$ cat config.mk
export PLATFORM = sky130hd
export DESIGN_NAME = final_ctrl_flat
export DESIGN_NICKNAME = d
export VERILOG_FILES = /design/src/rtl/final_ctrl_pkg.sv /design/src/rtl/final_ctrl_if.sv /design/src/rtl/final_phase_timer.sv /design/src/rtl/final_ctrl.sv /design/src/flat_wrapper.sv
export SDC_FILE = /design/constraint.sdc
export NUM_CORES = 1
export LEC_CHECK = 0
export CORE_MARGIN = 5
export CORE_UTILIZATION = 42
export CTS_BUF_LIST = sky130_fd_sc_hd__clkbuf_16
export CTS_CLUSTER_DIAMETER = 50
export DETAILED_ROUTE_END_ITERATION = 7
export HOLD_SLACK_MARGIN = 0.05
export PLACE_DENSITY = 0.66
export SLEW_MARGIN = 20
export SYNTH_ARGS = -nofsm -noshare
export SYNTH_HDL_FRONTEND = slang
export SYNTH_SLANG_ARGS = --single-unit
$ cat constraint.sdc
create_clock -name clk -period 2.5 [get_ports clk]
set_clock_uncertainty 0.2 [all_clocks]
set_input_delay 0.5 -clock clk [delete_from_list [all_inputs] [get_ports clk]]
set_output_delay 0.5 -clock clk [all_outputs]
set_load 0.005 [all_outputs]
$ cat src/rtl/final_ctrl_pkg.sv
// Shared types and constants for the North/East traffic-light sequencer.
// Latency: n/a (types, constants and pure functions only).
// Backpressure: n/a.
package final_ctrl_pkg;

  // Phase states; ALLRED_EN is the reset/home state.
  typedef enum logic [2:0] {
    ALLRED_EN = 3'd0,
    N_GREEN   = 3'd1,
    N_YELLOW  = 3'd2,
    ALLRED_NE = 3'd3,
    E_GREEN   = 3'd4,
    E_YELLOW  = 3'd5
  } state_t;

  // IC capture select codes seen by the datapath.
  localparam int         IC_W      = 2;
  localparam logic [1:0] IC_CLR    = 2'b00;  // clear IC
  localparam logic [1:0] IC_DEMAND = 2'b10;  // east demand: L & C
  localparam logic [1:0] IC_GAP    = 2'b11;  // east gap:    L | ~C

  // Light patterns, bit order {NR, NG, NY, ER, EG, EY}.
  localparam logic [5:0] PAT_ALLRED   = 6'b100_100;
  localparam logic [5:0] PAT_N_GREEN  = 6'b010_100;
  localparam logic [5:0] PAT_N_YELLOW = 6'b001_100;
  localparam logic [5:0] PAT_E_GREEN  = 6'b100_010;
  localparam logic [5:0] PAT_E_YELLOW = 6'b100_001;

  function automatic logic [5:0] state_pattern(state_t s);
    case (s)
      N_GREEN:  return PAT_N_GREEN;
      N_YELLOW: return PAT_N_YELLOW;
      E_GREEN:  return PAT_E_GREEN;
      E_YELLOW: return PAT_E_YELLOW;
      default:  return PAT_ALLRED;
    endcase
  endfunction

  function automatic logic is_green(state_t s);
    return (s == N_GREEN) || (s == E_GREEN);
  endfunction

endpackage

$ cat src/rtl/final_ctrl_if.sv
// Control/status bundle between the sequencer and the light datapath.
// Latency: n/a (wires only).
// Backpressure: none; status is level-sampled, controls are load strobes.
// master: sequencer (drives s_*/en_*, s_IC/en_IC; reads not_r, en_s, ic)
// slave:  datapath  (the reverse)
interface final_ctrl_if;
  logic                           not_r;
  logic                           en_s;
  logic                           ic;
  logic                           s_NR, s_NG, s_NY, s_ER, s_EG, s_EY;
  logic                           en_NR, en_NG, en_NY, en_ER, en_EG, en_EY;
  logic [final_ctrl_pkg::IC_W-1:0] s_IC;
  logic                           en_IC;

  modport master (
    input  not_r, en_s, ic,
    output s_NR, s_NG, s_NY, s_ER, s_EG, s_EY,
    output en_NR, en_NG, en_NY, en_ER, en_EG, en_EY,
    output s_IC, en_IC
  );

  modport slave (
    output not_r, en_s, ic,
    input  s_NR, s_NG, s_NY, s_ER, s_EG, s_EY,
    input  en_NR, en_NG, en_NY, en_ER, en_EG, en_EY,
    input  s_IC, en_IC
  );
endinterface

$ cat src/rtl/final_phase_timer.sv
// Phase cycle counter with clear/increment and a terminal-count compare.
// Latency: cnt updates one cycle after clr/inc; at_limit is combinational on cnt.
// Backpressure: none; inc low holds the count.
// Ports: clk, rst (sync, active high), clr, inc, limit -> cnt, at_limit.
module final_phase_timer #(
  parameter int CNT_W = 5
) (
  input  logic             clk,
  input  logic             rst,
  input  logic             clr,
  input  logic             inc,
  input  logic [CNT_W-1:0] limit,
  output logic [CNT_W-1:0] cnt,
  output logic             at_limit
);

  always_ff @(posedge clk) begin
    if (rst || clr) begin
      cnt <= '0;
    end else if (inc) begin
      cnt <= cnt + 1'b1;
    end
  end

  assign at_limit = (cnt == limit);

endmodule

$ cat src/rtl/final_ctrl.sv
// Traffic-light sequencer: drives light/IC load strobes for the N/E datapath.
// Latency: outputs registered; en_* pulse in the first cycle of each phase,
//          datapath lights follow one cycle later. Backpressure: none;
//          not_r low forces yellow from green and freezes all-red.
// Ports: clk, rst (sync, active high), bus (final_ctrl_if.master).
// Option: define FINAL_CTRL_EASTSKIP_EN to let north rest in green with no
//         east demand instead of cycling at GREEN_MAX.
module final_ctrl
  import final_ctrl_pkg::*;
#(
  parameter int GREEN_MIN = 8,
  parameter int GREEN_MAX = 20,
  parameter int YELLOW_T  = 3,
  parameter int ALLRED_T  = 2,
  parameter int CNT_W     = 5
) (
  input  logic         clk,
  input  logic         rst,
  final_ctrl_if.master bus
);

  localparam logic [CNT_W-1:0] GMIN_M1   = CNT_W'(GREEN_MIN - 1);
  localparam logic [CNT_W-1:0] GMAX_M1   = CNT_W'(GREEN_MAX - 1);
  localparam logic [CNT_W-1:0] YELLOW_M1 = CNT_W'(YELLOW_T - 1);
  localparam logic [CNT_W-1:0] ALLRED_M1 = CNT_W'(ALLRED_T - 1);

  state_t           state, nxt;
  logic             armed;
  logic [CNT_W-1:0] cnt, limit;
  logic             at_limit, tmr_clr, tmr_inc, enter;
  logic [5:0]       light_s, light_en;
  logic [1:0]       ic_sel;
  logic             ic_en;

  final_phase_timer #(.CNT_W(CNT_W)) u_timer (
    .clk      (clk),
    .rst      (rst),
    .clr      (tmr_clr),
    .inc      (tmr_inc),
    .limit    (limit),
    .cnt      (cnt),
    .at_limit (at_limit)
  );

  always_comb begin
    nxt     = state;
    limit   = ALLRED_M1;
    tmr_clr = 1'b0;
    tmr_inc = 1'b0;
    enter   = 1'b0;
    case (state)
      ALLRED_EN, ALLRED_NE: begin
        limit = ALLRED_M1;
        // Unarmed or red-hold: freeze with cnt untouched.
        if (armed && bus.not_r) begin
          if (at_limit) nxt = (state == ALLRED_EN) ? N_GREEN : E_GREEN;
          else          tmr_inc = 1'b1;
        end
      end
      N_GREEN, E_GREEN: begin
        limit = GMAX_M1;
        // Hold wins over the min-green rule; ic exit and max share one transition.
        if (!bus.not_r || ((cnt >= GMIN_M1) && bus.ic)) begin
          nxt = (state == N_GREEN) ? N_YELLOW : E_YELLOW;
        end else if (at_limit) begin
`ifdef FINAL_CTRL_EASTSKIP_EN
          // No east demand at max green: restart the north window silently.
          if (state == N_GREEN) tmr_clr = 1'b1;
          else                  nxt     = E_YELLOW;
`else
          nxt = (state == N_GREEN) ? N_YELLOW : E_YELLOW;
`endif
        end else begin
          tmr_inc = 1'b1;
        end
      end
      N_YELLOW, E_YELLOW: begin
        limit = YELLOW_M1;
        if (at_limit) nxt = (state == N_YELLOW) ? ALLRED_NE : ALLRED_EN;
        else          tmr_inc = 1'b1;
      end
      default: nxt = ALLRED_EN;
    endcase
    enter   = (nxt != state);
    tmr_clr = tmr_clr | enter;
  end

  always_ff @(posedge clk) begin
    if (rst) begin
      // Force the (possibly unreset) datapath to all-red and clear IC.
      state    <= ALLRED_EN;
      armed    <= 1'b0;
      light_en <= '1;
      light_s  <= PAT_ALLRED;
      ic_en    <= 1'b1;
      ic_sel   <= IC_CLR;
    end else begin
      state    <= nxt;
      armed    <= armed | bus.en_s;
      light_en <= {6{enter}};
      if (enter) light_s <= state_pattern(nxt);
      // Greens re-capture IC every cycle; other phases clear it once on entry.
      ic_en    <= enter | is_green(nxt);
      ic_sel   <= (nxt == N_GREEN) ? IC_DEMAND :
                  (nxt == E_GREEN) ? IC_GAP    : IC_CLR;
    end
  end

  assign {bus.s_NR, bus.s_NG, bus.s_NY, bus.s_ER, bus.s_EG, bus.s_EY}       = light_s;
  assign {bus.en_NR, bus.en_NG, bus.en_NY, bus.en_ER, bus.en_EG, bus.en_EY} = light_en;
  assign bus.s_IC  = ic_sel;
  assign bus.en_IC = ic_en;

endmodule

$ cat src/flat_wrapper.sv
// flat-port wrapper written by rule: the top's interface ports become plain ports
module final_ctrl_flat import final_ctrl_pkg::*;
#(
  parameter int GREEN_MIN = 8,
  parameter int GREEN_MAX = 20,
  parameter int YELLOW_T  = 3,
  parameter int ALLRED_T  = 2,
  parameter int CNT_W     = 5
)
  (clk, rst, bus_not_r, bus_en_s, bus_ic, bus_s_NR, bus_s_NG, bus_s_NY, bus_s_ER, bus_s_EG, bus_s_EY, bus_en_NR, bus_en_NG, bus_en_NY, bus_en_ER, bus_en_EG, bus_en_EY, bus_s_IC, bus_en_IC);
  final_ctrl_if bus_i ();
  input  logic clk;
  input  logic rst;
  input wire logic [$bits(bus_i.not_r)-1:0] bus_not_r;
  input wire logic [$bits(bus_i.en_s)-1:0] bus_en_s;
  input wire logic [$bits(bus_i.ic)-1:0] bus_ic;
  output wire logic [$bits(bus_i.s_NR)-1:0] bus_s_NR;
  output wire logic [$bits(bus_i.s_NG)-1:0] bus_s_NG;
  output wire logic [$bits(bus_i.s_NY)-1:0] bus_s_NY;
  output wire logic [$bits(bus_i.s_ER)-1:0] bus_s_ER;
  output wire logic [$bits(bus_i.s_EG)-1:0] bus_s_EG;
  output wire logic [$bits(bus_i.s_EY)-1:0] bus_s_EY;
  output wire logic [$bits(bus_i.en_NR)-1:0] bus_en_NR;
  output wire logic [$bits(bus_i.en_NG)-1:0] bus_en_NG;
  output wire logic [$bits(bus_i.en_NY)-1:0] bus_en_NY;
  output wire logic [$bits(bus_i.en_ER)-1:0] bus_en_ER;
  output wire logic [$bits(bus_i.en_EG)-1:0] bus_en_EG;
  output wire logic [$bits(bus_i.en_EY)-1:0] bus_en_EY;
  output wire logic [$bits(bus_i.s_IC)-1:0] bus_s_IC;
  output wire logic [$bits(bus_i.en_IC)-1:0] bus_en_IC;
  assign bus_i.not_r = bus_not_r;
  assign bus_i.en_s = bus_en_s;
  assign bus_i.ic = bus_ic;
  assign bus_s_NR = bus_i.s_NR;
  assign bus_s_NG = bus_i.s_NG;
  assign bus_s_NY = bus_i.s_NY;
  assign bus_s_ER = bus_i.s_ER;
  assign bus_s_EG = bus_i.s_EG;
  assign bus_s_EY = bus_i.s_EY;
  assign bus_en_NR = bus_i.en_NR;
  assign bus_en_NG = bus_i.en_NG;
  assign bus_en_NY = bus_i.en_NY;
  assign bus_en_ER = bus_i.en_ER;
  assign bus_en_EG = bus_i.en_EG;
  assign bus_en_EY = bus_i.en_EY;
  assign bus_s_IC = bus_i.s_IC;
  assign bus_en_IC = bus_i.en_IC;
  final_ctrl #(.GREEN_MIN(GREEN_MIN), .GREEN_MAX(GREEN_MAX), .YELLOW_T(YELLOW_T), .ALLRED_T(ALLRED_T), .CNT_W(CNT_W)) u_core (.clk(clk), .rst(rst), .bus(bus_i));
endmodule
==> reports/qor.txt <==
Wirelength, routed -> 2630 µm
Max-cap violations -> 0
Avg Inst Size Synth -> 8.41 µm²
Gr usage total -> 16.0%
Nets -> 166
Routed WL per cell -> 13.9 µm
Largest net degree at the start of global routing -> 14
Hold Crit Class -> flop to flop
Fillers -> 221
Vias per std cell -> 5.47
Final Cycle Share -> 92.0%
Worst vdd ir -> 0.457 mV
Register area share after synthesis -> 34.5%
Hpwl dp -> 2040 µm
Worst EP arrival -> 2.23 ns
Clock tree sinks -> 19
# DRC -> 0
Row count -> 18
Post-synthesis sequential element count -> 19
Final setup violating endpoints -> 0
Setup TNS -> 0 ns
Post-CTS Setup Inserts -> 0
Dpl cell area -> 1370 µm²
Mapped Cells -> 131
Worst-case hold slack -> 0.273 ns
TritonCTS clock tree -> yes
P&R area growth vs syn -> 31.8%
Commonest cells after routing, fill and taps aside -> clkdlybuf4s50_1 (19), dfxtp_1 (19), nor2_1 (17)
Crit end category -> flop
Post_cts resized -> 0
Number of hold-repair buffers added at the cts stage -> 0
Initial antenna violation count -> 0
Post-synth ARST share -> 0%
Post-Syn Area -> 1100 µm²
I/O Buffers -> 19
Final Hold Viols -> 0
CP required -> 2.43 ns
PD cells -> 515 nW/µm²
Placer Congestion -> 0.819
N_diodes -> 0
CTS Buf Count -> 3
Lkg Pwr -> 0.000582 µW
Outcome -> completed
Initial Util -> 44.1%
Slew HR -> 76.6%
Worst-path fanout max -> 5
Startpoint Class -> input pin
I/O pins -> 20
First-pass GRT wire length -> 4570 µm
Final Critical Period -> 2.30 ns
Number of synthesized flops with an enable pin -> 0
Reg2Reg Depth -> 11
Final Max Slew Viols -> 0
Vias in the first global route -> 995
Antenna Violating Nets Remaining -> 0
Drt pass-1 iters -> 4
Worst Hold Depth -> 1
Max Root-Sink Buffers -> 2
Distinct cells, synth -> 41
Fmax -> 0.435 GHz
Die Footprint -> 3750 µm²
Die W -> 61.2 µm
Critical path type -> input pin to flop
CTS H-tree lvls -> 1
Final global-route overflow total -> 0
RSZ-0062 raised after global routing -> false
Worst skew pair latency -> 0.25 ns
Top FF cell, synth -> dfxtp_1
Core footprint -> 2500 µm²
DR vias -> 1,034
Synthesized Nets -> 137
Initial DRC Count -> 47
Layout cells sized above 1 -> 17.6%
Die Ht -> 61.2 µm
Post-route cell area -> 1450 µm²
Slew @ Worst Pin -> 0.346 ns
Worst-path clk slew -> 0.05 ns
Synthesis Warnings -> 0
Root buffer cell -> clkbuf_16
==> flip-flops by register name, summed over array words and instances (netlist names) <==
register / cells
u_core.light_en: 1
u_core.light_s: 6
u_core.bus.en_IC: 1
u_core.armed: 1
u_core.bus.s_IC: 2
u_core.state: 3
u_core.u_timer.cnt: 5
==> path summary, 6_finish.rpt <==
check / slack [ns] / startpoint / endpoint
setup / recovery: 0.20 / bus_not_r / u_core.u_timer.cnt[1]$_SDFFE_PP0P_
hold / removal: 0.27 / u_core.light_s[5]$_SDFFE_PP1P_ / u_core.light_s[5]$_SDFFE_PP1P_
hold reg to reg: 0.27 / u_core.light_s[5]$_SDFFE_PP1P_ / u_core.light_s[5]$_SDFFE_PP1P_
setup reg to reg: 0.24 / u_core.u_timer.cnt[1]$_SDFFE_PP0P_ / u_core.u_timer.cnt[1]$_SDFFE_PP0P_
==> power breakdown <==
group	switching, µW	leakage, µW	internal (µW)	total (µW)
registers	4.97	0.000154	309	314
clock network	118	0.0000409	215	333
logic	49.2	0.000387	52.1	101
total	173	0.000582	576	749
==> cells by family (layout without fill, tap and decap cells) <==
family	Yosys count	in the layout	synth area share, %
AOI/OAI and AO/OA	38	38	26.2
xor gates and xnor gates	5	5	3.97
adders and majority gates	1	1	1.13
buffers and inverters	14	42	8.06
DFF	19	19	34.5
muxes	3	3	2.84
and+or+nand+nor	51	51	23.3
==> synth_stat cells (2+ instances only) <==
master / n / share of area, %
o211ai_1: 4 / 2.7
nor3_1: 8 / 3.6
and3_1: 3 / 1.7
mux2i_1: 2 / 1.8
nand3_1: 5 / 2.3
o21ai_1: 2 / 0.91
xor2_1: 4 / 3.2
a21oi_1: 7 / 3.2
o21ai_0: 5 / 2.3
dfxtp_1: 19 / 35
nand2b_1: 3 / 1.7
inv_1: 2 / 0.68
o21a_1: 4 / 2.7
o21ai_2: 3 / 2.4
o211a_1: 3 / 2.7
nor2_1: 17 / 5.8
buf_2: 2 / 0.91
buf_4: 5 / 3.4
nand2_1: 9 / 3.1
buf_6: 2 / 2.0
clkbuf_1: 2 / 0.68
==> worst max-delay path, stage by stage <==
cell and delay [ns]:
clkdlybuf4s50_1 0.52, o211ai_1 0.10, buf_4 0.16, buf_4 0.13, a31o_2 0.23, a21oi_1 0.14
buf_4 0.15, nand2_1 0.09, mux2i_1 0.16, nor2_1 0.05
==> layout make-up <==
class                      instances  area [µm²]  area share (%)
clock buffer                       3        75.1            5.17
clock inverter                     1        5.00           0.345
inverter                           3        11.3           0.775
multi-input combinational         98         633            43.6
sequential                        19         380            26.2
tap                               30        37.5            2.58
timing repair buffer              35         310            21.4
==> stage by stage <==
stage               setup WS [ns]  instances  utilization (%)  power, µW
global placement          -0.0256        185             54.9        419
detailed placement        -0.0636        185             54.9        422
finish                      0.200        189             58.1        749
floorplan                   0.310        131                -        376
CTS                         0.189        189             58.1        753
global route               0.0598        189             58.1        779
==> per-layer routing <==
metal	vias to the layer above	global-route usage [%]	part of all wire [%]
li1	524	-	-
met1	475	20.2	45
met2	32	27.5	50
met3	3	2.94	4.8
met4	0	4.64	0.91
met5	-	0	0
Power figures use the tool's default switching activity.
